`src/rtl/sr_latch_driver.sv`:
```
// Control stage for a gated NAND SR latch: converts single-cycle set/clear
// requests into held, mutually exclusive S/R pulses and confirms the result.
module sr_latch_driver #(
    parameter int HOLD_CYCLES = 2,
    parameter int TIMEOUT     = 8
) (
    input  logic clk,
    input  logic rstN,
    input  logic set_req,
    input  logic clr_req,
    input  logic q_fb,
    input  logic qn_fb,
    output logic S,
    output logic R,
    output logic busy,
    output logic done,
    output logic err
);

    localparam int HW = (HOLD_CYCLES > 1) ? $clog2(HOLD_CYCLES) : 1;
    localparam int TW = (TIMEOUT > 1) ? $clog2(TIMEOUT) : 1;

    typedef enum logic [1:0] {
        IDLE   = 2'd0,
        DRIVE  = 2'd1,
        SETTLE = 2'd2
    } state_t;

    state_t          state_q;
    logic [HW-1:0]   hold_q;
    logic [TW-1:0]   tmo_q;
    logic            target_q;
    logic            q_meta_q;
    logic            q_s_q;
    logic            qn_meta_q;
    logic            qn_s_q;
    logic            s_q;
    logic            r_q;
    logic            busy_q;
    logic            done_q;
    logic            err_q;

    // A latch that shows Q==QN is in a forbidden/transient state and is never confirmed.
    function automatic logic fb_match(input logic q, input logic qn, input logic tgt);
        return (q == tgt) && (qn == ~tgt) && (q != qn);
    endfunction

    // Feedback synchronizers plus the request/drive/settle controller.
    always_ff @(posedge clk) begin
        if (!rstN) begin
            state_q   <= IDLE;
            hold_q    <= '0;
            tmo_q     <= '0;
            target_q  <= 1'b0;
            q_meta_q  <= 1'b0;
            q_s_q     <= 1'b0;
            qn_meta_q <= 1'b0;
            qn_s_q    <= 1'b0;
            s_q       <= 1'b0;
            r_q       <= 1'b0;
            busy_q    <= 1'b0;
            done_q    <= 1'b0;
            err_q     <= 1'b0;
        end else begin
            q_meta_q  <= q_fb;
            q_s_q     <= q_meta_q;
            qn_meta_q <= qn_fb;
            qn_s_q    <= qn_meta_q;
            done_q    <= 1'b0;
            err_q     <= 1'b0;

            case (state_q)
                IDLE: begin
                    if (set_req && !clr_req) begin
                        target_q <= 1'b1;
                        s_q      <= 1'b1;
                        r_q      <= 1'b0;
                        hold_q   <= '0;
                        busy_q   <= 1'b1;
                        state_q  <= DRIVE;
                    end else if (clr_req && !set_req) begin
                        target_q <= 1'b0;
                        s_q      <= 1'b0;
                        r_q      <= 1'b1;
                        hold_q   <= '0;
                        busy_q   <= 1'b1;
                        state_q  <= DRIVE;
                    end else if (set_req && clr_req) begin
                        err_q    <= 1'b1;
                        s_q      <= 1'b0;
                        r_q      <= 1'b0;
                    end else begin
                        s_q      <= 1'b0;
                        r_q      <= 1'b0;
                    end
                end
                DRIVE: begin
                    // Drive ends on the edge after the last held cycle.
                    if (hold_q == HW'(HOLD_CYCLES - 1)) begin
                        s_q     <= 1'b0;
                        r_q     <= 1'b0;
                        tmo_q   <= '0;
                        state_q <= SETTLE;
                    end else begin
                        hold_q  <= hold_q + HW'(1);
                    end
                end
                SETTLE: begin
                    if (fb_match(q_s_q, qn_s_q, target_q)) begin
                        done_q  <= 1'b1;
                        busy_q  <= 1'b0;
                        state_q <= IDLE;
                    end else if (tmo_q == TW'(TIMEOUT - 1)) begin
                        err_q   <= 1'b1;
                        busy_q  <= 1'b0;
                        state_q <= IDLE;
                    end else begin
                        tmo_q   <= tmo_q + TW'(1);
                    end
                end
                default: begin
                    s_q     <= 1'b0;
                    r_q     <= 1'b0;
                    busy_q  <= 1'b0;
                    state_q <= IDLE;
                end
            endcase
        end
    end

    assign S    = s_q;
    assign R    = r_q;
    assign busy = busy_q;
    assign done = done_q;
    assign err  = err_q;

endmodule

```
`config.mk`:
```
export PLATFORM = sky130hd
export DESIGN_NAME = sr_latch_driver
export DESIGN_NICKNAME = d
export VERILOG_FILES = /design/src/rtl/sr_latch_driver.sv
export SDC_FILE = /design/constraint.sdc
export NUM_CORES = 1
export LEC_CHECK = 0
export CORE_ASPECT_RATIO = 0.75
export CORE_MARGIN = 3
export CORE_UTILIZATION = 40
export DETAILED_ROUTE_END_ITERATION = 16
export SYNTH_ARGS = -nofsm -noshare
export SYNTH_HDL_FRONTEND = slang
export SYNTH_SLANG_ARGS = --single-unit
export TNS_END_PERCENT = 20
```
`constraint.sdc`:
```
create_clock -name clk -period 1.8 [get_ports clk]
set_clock_uncertainty 0.05 [all_clocks]
set_input_delay 0.54 -clock clk [delete_from_list [all_inputs] [get_ports clk]]
set_output_delay 0.54 -clock clk [all_outputs]
set_load 0.005 [all_outputs]
```
# Word-level counts from Yosys, hierarchy flattened
# Cells that the tools add are included.
[totals]
in_bits = 6
output_inout_bits = 5
romBits = 0
reg_bits = 16
latchBits = 0
elab_cells = 80
ramBits = 0
n_memories = 0
[classes]
bitwise_logic = 3
mul = 0
n_shift = 0
order_cmp = 0
mux = 33
reduce_logical = 18
div_mod_pow = 0
n_addsub = 2
n_eq_ne = 11
[ops]
columns = ["cell", "count"]
rows = [
  ["2-to-1 mux 1 bit", 18],
  ["2-to-1 mux 2 bit", 5],
  ["2-to-1 mux 3 bit", 3],
  ["case mux 1 bit (3 select lines)", 3],
  ["AND reduction 2 bit", 4],
  ["inequality test 2 bit, second input constant", 3],
  ["inequality test 3 bit, second input constant", 2],
  ["case mux 2 bit (3 select lines)", 1],
  ["case mux 3 bit (2 select lines)", 1],
  ["AND reduction 3 bit", 2],
  ["nonzero test 2 bit", 3],
  ["logical AND 1 bit", 5],
  ["case mux 1 bit (2 select lines)", 2],
  ["AND reduction 4 bit", 1],
  ["adder 3 x 1 -> 3 bit, second input constant", 1],
  ["equality test 3 bit, second input constant", 1],
  ["inverter 1 bit", 3],
  ["equality test 1 bit", 2],
  ["equality test 2 x 1 -> 1 bit, second input constant", 1],
  ["equality test 2 bit, second input constant", 1],
  ["zero test 1 bit", 2],
  ["zero test 2 bit", 1],
  ["adder 1 bit, second input constant", 1],
  ["inequality test 1 bit", 1],
]

# Logic depth before layout (Yosys ltp)
# Gate-level depths: netlist of run 1.
[depth]
word_depth = 6
mapped_depth = 5
mapped_depth_nobuf = 5

# Worst setup path after synthesis of run 1
# Ideal clock, no wire load.
[synth_timing]
kind = "input to register"
start = "input port set_req"
end = "register target_q"
slack_ns = 0.356
setup_ns = 0.116
path_buffers = 0
arrival_ns = 1.278
path_stages = 5
cell_sequence = "inv_1 ha_1 nor3_1 mux2i_1 nor2b_1"
[synth_between]
elab_chain_cells = 4
elab_cells_between_ends = 6
cone_classes = "mux: 1; reduce/logical: 5"
[synth_lines]
columns = ["item", "line", "text"]
rows = [
  ["from (decl)", "9", "input logic set_req,"],
  ["zero test 1 bit", "81", "end else if (clr_req && !set_req) begin"],
  ["logical AND 1 bit", "81", ""],
  ["nonzero test 2 bit (no source line)", "--", ""],
  ["AND reduction 2 bit (no source line)", "--", ""],
  ["to (signal assigned)", "54", "target_q <= 1'b0;"],
  ["to (signal assigned)", "75", "target_q <= 1'b1;"],
  ["to (signal assigned)", "82", "target_q <= 1'b0;"],
  ["to (decl)", "32", "logic target_q;"],
]
# Parallel ways exist; a longest one is shown, timed or not.
# A chain may end at the register's enable or synchronous reset.

# Final worst setup path of run 1
[layout_timing]
start = "register r_q, in the netlist R"
end = "output port R"
[layout_rtl]
columns = ["item", "line", "text"]
rows = [
  ["from (decl)", "38", "logic r_q;"],
  ["from (signal assigned)", "60", "r_q <= 1'b0;"],
  ["from (signal assigned)", "77", "r_q <= 1'b0;"],
  ["from (signal assigned)", "84", "r_q <= 1'b1;"],
  ["to (decl)", "14", "output logic R,"],
]
# No word-level cell between the ends.

==> flow_metrics.env, run 1 <==
export IMPL_status="complete, no violations"
export IMPL_antenna_found_initial=0
export IMPL_clkPwrFrac_pct=26.5
export IMPL_grt_start_max_net_pins=20
export IMPL_core_rowCount=12
export IMPL_ioPinCount=11
export IMPL_async_flop_share_pct=0
export IMPL_fin_crit_ps=1730
export IMPL_die_w_um=55.9
export IMPL_cp_end_kind="primary output"
export IMPL_ys_seq_area_share_pct=43.0
export IMPL_synth_edf_count=0
export IMPL_seqPwrFrac_pct=58.8
export IMPL_clk_latency_ps=280
export IMPL_synth_top_flop_cell="dfxtp_1"
export IMPL_relSlewSlack_pct=67.7
export IMPL_postLayoutCoreUtil_pct=56.0
export IMPL_hold_class="reg -> reg"
export IMPL_drt_total_wl_um=1290
export IMPL_drt_iter0_drc=6
export IMPL_nNetsFinal=99
export IMPL_clockRootBuffer="clkbuf_4"
export IMPL_multiInputGateArea_sq_um=395
export IMPL_met1_usage_pct=16.4
export IMPL_p_sw_uw=163
export IMPL_viasPerCell=4.86
export IMPL_hold_buffers=0
export IMPL_hold_path_startpoint="q_meta_q$_SDFF_PN0_"
export IMPL_timing_final_crit_share_pct=96.3
export IMPL_synth_distinct_cells=25
export IMPL_clk_pin_slew_ps=80
export IMPL_met2_usage_pct=18.4
export IMPL_htree_levels=1
export IMPL_setup_worst_path_start="R$_SDFFE_PN0P_"
export IMPL_wl_per_cell_um=12.0
export IMPL_max_freq_mhz=577
export IMPL_vdd_drop_max_mv=0.642
export IMPL_area_growth_syn_to_layout_pct=20.6
export IMPL_antenna_cells=0
export IMPL_synth_common_cells="dfxtp_1, ha_1, nand3b_1"
export IMPL_drc=0
export IMPL_die_h_um=43.4
export IMPL_p_leak_nw=0.371
export IMPL_cap_violations=0
export IMPL_hold_viol_final=0
export IMPL_internal_power_uw=511
export IMPL_cts_max_path_buffers=2
export IMPL_drive_gt1_share_pct=11.6
export IMPL_switching_share_pct=24.2
export IMPL_fillers=134
export IMPL_setup_ws_ps=66.8
export IMPL_cp_cell_sequence="clkdlybuf4s50_1"
export IMPL_vias=520
export IMPL_p_total_uw=674
export IMPL_tightestPinTransition_ps=484
export IMPL_start_kind="flop"
export IMPL_overflow=0
export IMPL_ff_latch_area_sq_um=322
export IMPL_io_buffers=10
export IMPL_comb_power_share_pct=14.6
export IMPL_syn_area_per_cell_sq_um=10.1
export IMPL_crit_buf_inv=1
export IMPL_met3_usage_pct=6.25
export IMPL_slowest_stage="clkdlybuf4s50_1"
export IMPL_grt_busiest_layer="met2"
export IMPL_dr_pass1_iters=2
export IMPL_grt_util_all_layers_pct=12.3
export IMPL_core_area_sq_mm=0.00161
export IMPL_grt_pass1_wl_um=2300
export IMPL_gp_congestion=0.698
export IMPL_critPathRequiredTime_ps=1210
export IMPL_synth_warnings=0
export IMPL_arrival_ps=1140
export IMPL_cpLargestDelayFamily="buffers and inverters"
export IMPL_yosys_area_top_type_share_pct=43.0
export IMPL_rsz0062_at_grt="no"
export IMPL_drtAntennaViolNets=0
export IMPL_worstReg2RegStart="tmo_q[0]$_SDFFE_PN0P_"
export IMPL_grt_pass1_vias=523
export IMPL_yosysMostFrequentCell="dfxtp_1"
export IMPL_dp_hpwl_um=955
export IMPL_yosysTopAreaCell="dfxtp_1"
export IMPL_cts_tree="done"
export IMPL_critPathMaxFanout=3
export IMPL_final_setup_viol_count=0
export IMPL_numCtsBuffers=3
export IMPL_start_util_pct=46.4
export IMPL_slew_violations=0
export IMPL_crit_type="reg -> out"
export IMPL_p_per_area_mw_per_mm2=749
export IMPL_syn_area_sq_um=746
export IMPL_cts_sinks=16
export IMPL_dp_slack_ps=-208
export IMPL_synth_area_leaders="dfxtp_1, ha_1, mux2i_1, nand3b_1, and2_1"
export IMPL_postSynthCellCount=74
export IMPL_ys_ff_latch=16
export IMPL_cp_slowest_stage_delay_ps=510
export IMPL_syn_nets=85
export IMPL_die_area_sq_mm=0.00242
-- cells by family after synthesis --
| family | after synthesis | share of synthesized area (%) |
|---|---|---|
| flops | 16 | 43.0 |
| simple gates | 30 | 27.7 |
| mux | 4 | 5.37 |
| buf+inv | 7 | 4.03 |
| compound gates | 12 | 11.6 |
| fa+ha+maj | 5 | 8.39 |
-- area by class of cell --
cell class / instances / share of cell area (%)
clock buffers: 3 / 2.50
flip-flops and latches: 16 / 35.7
multi-input cells: 51 / 43.9
repair buffers: 13 / 13.6
inverters: 3 / 1.25
well taps: 21 / 2.92
-- timing repair --
action | CTS | global route
buffers inserted | 0 | 0
endpoints found under the setup margin | 0 | 1
resized for setup | 0 | 1
-- metrics by stage --
| stage | hold slack, ps | instances | TNS [ps] | instance area [sq um] |
|---|---|---|---|---|
| 3_5_place_dp | 370 | 104 | -574 | 876 |
| 2_1_floorplan | 362 | 74 | 0 | 746 |
| 6_report | 389 | 107 | 0 | 900 |
| 5_1_grt | 428 | 107 | 0 | 900 |
| 3_3_place_gp | 370 | 104 | -457 | 876 |
| 4_1_cts | 393 | 107 | 0 | 898 |
-- flip-flops by register name (all words and copies together), names as in the netlist --
name / count
q_s_q: 1
S: 1
hold_q: 1
done: 1
qn_s_q: 1
state_q: 2
q_meta_q: 1
err: 1
tmo_q: 3
target_q: 1
R: 1
busy: 1
qn_meta_q: 1
-- layer usage --
metal  up-vias  part of all wire [%]
li1        282                     -
met1       226                    54
met2        10                    40
met3         2                   5.0
met4         0                  0.47
met5         -                     0
-- power by group through the flow --
stage	combinational [mW]	sequential [mW]	clock, mW
6_report	0.0986	0.396	0.179
5_1_grt	0.111	0.402	0.205
4_1_cts	0.0996	0.396	0.188
3_5_place_dp	0.0986	0.405	0
3_3_place_gp	0.0967	0.405	0
2_1_floorplan	0.0676	0.394	0
-- path summary, 6_finish.rpt --
path                                              end  slack, ps  depth (start not counted)
worst max-delay path                                R         70                          1
worst max register to register  tmo_q[2]$_SDFFE_PN0P_        360                          5
worst min register to register       q_s_q$_SDFF_PN0_        390                          1
worst min-delay path                 q_s_q$_SDFF_PN0_        390                          1
-- placed cells by master, fill, tap and decap left out, drive strengths merged --
| master | count |
|---|---|
| a21boi | 3 |
| a21oi | 4 |
| a41oi | 1 |
| and2 | 4 |
| and3b | 2 |
| buf | 3 |
| clkbuf | 3 |
| clkdlybuf4s50 | 10 |
| dfxtp | 16 |
| ha | 5 |
| inv | 3 |
| mux2i | 4 |
| nand2 | 2 |
| nand2b | 4 |
| nand3 | 3 |
| nand3b | 5 |
| nand4 | 2 |
| nor2 | 2 |
| nor2b | 2 |
| nor3 | 1 |
| nor3b | 2 |
| o21a | 2 |
| o21ai | 1 |
| o21bai | 1 |
| or3b | 1 |
(Power assumes the default switching activity.)
==> run 2: changes to the inputs <==
--- a/config.mk
+++ b/config.mk
@@ -9,6 +9,7 @@
 export CORE_MARGIN = 3
 export CORE_UTILIZATION = 40
 export DETAILED_ROUTE_END_ITERATION = 16
+export SLEW_MARGIN = 0
 export SYNTH_ARGS = -nofsm -noshare
 export SYNTH_HDL_FRONTEND = slang
 export SYNTH_SLANG_ARGS = --single-unit
==> results of run 2 <==
Same layout as run 1: the final DEF is identical, and so are final timing and power.
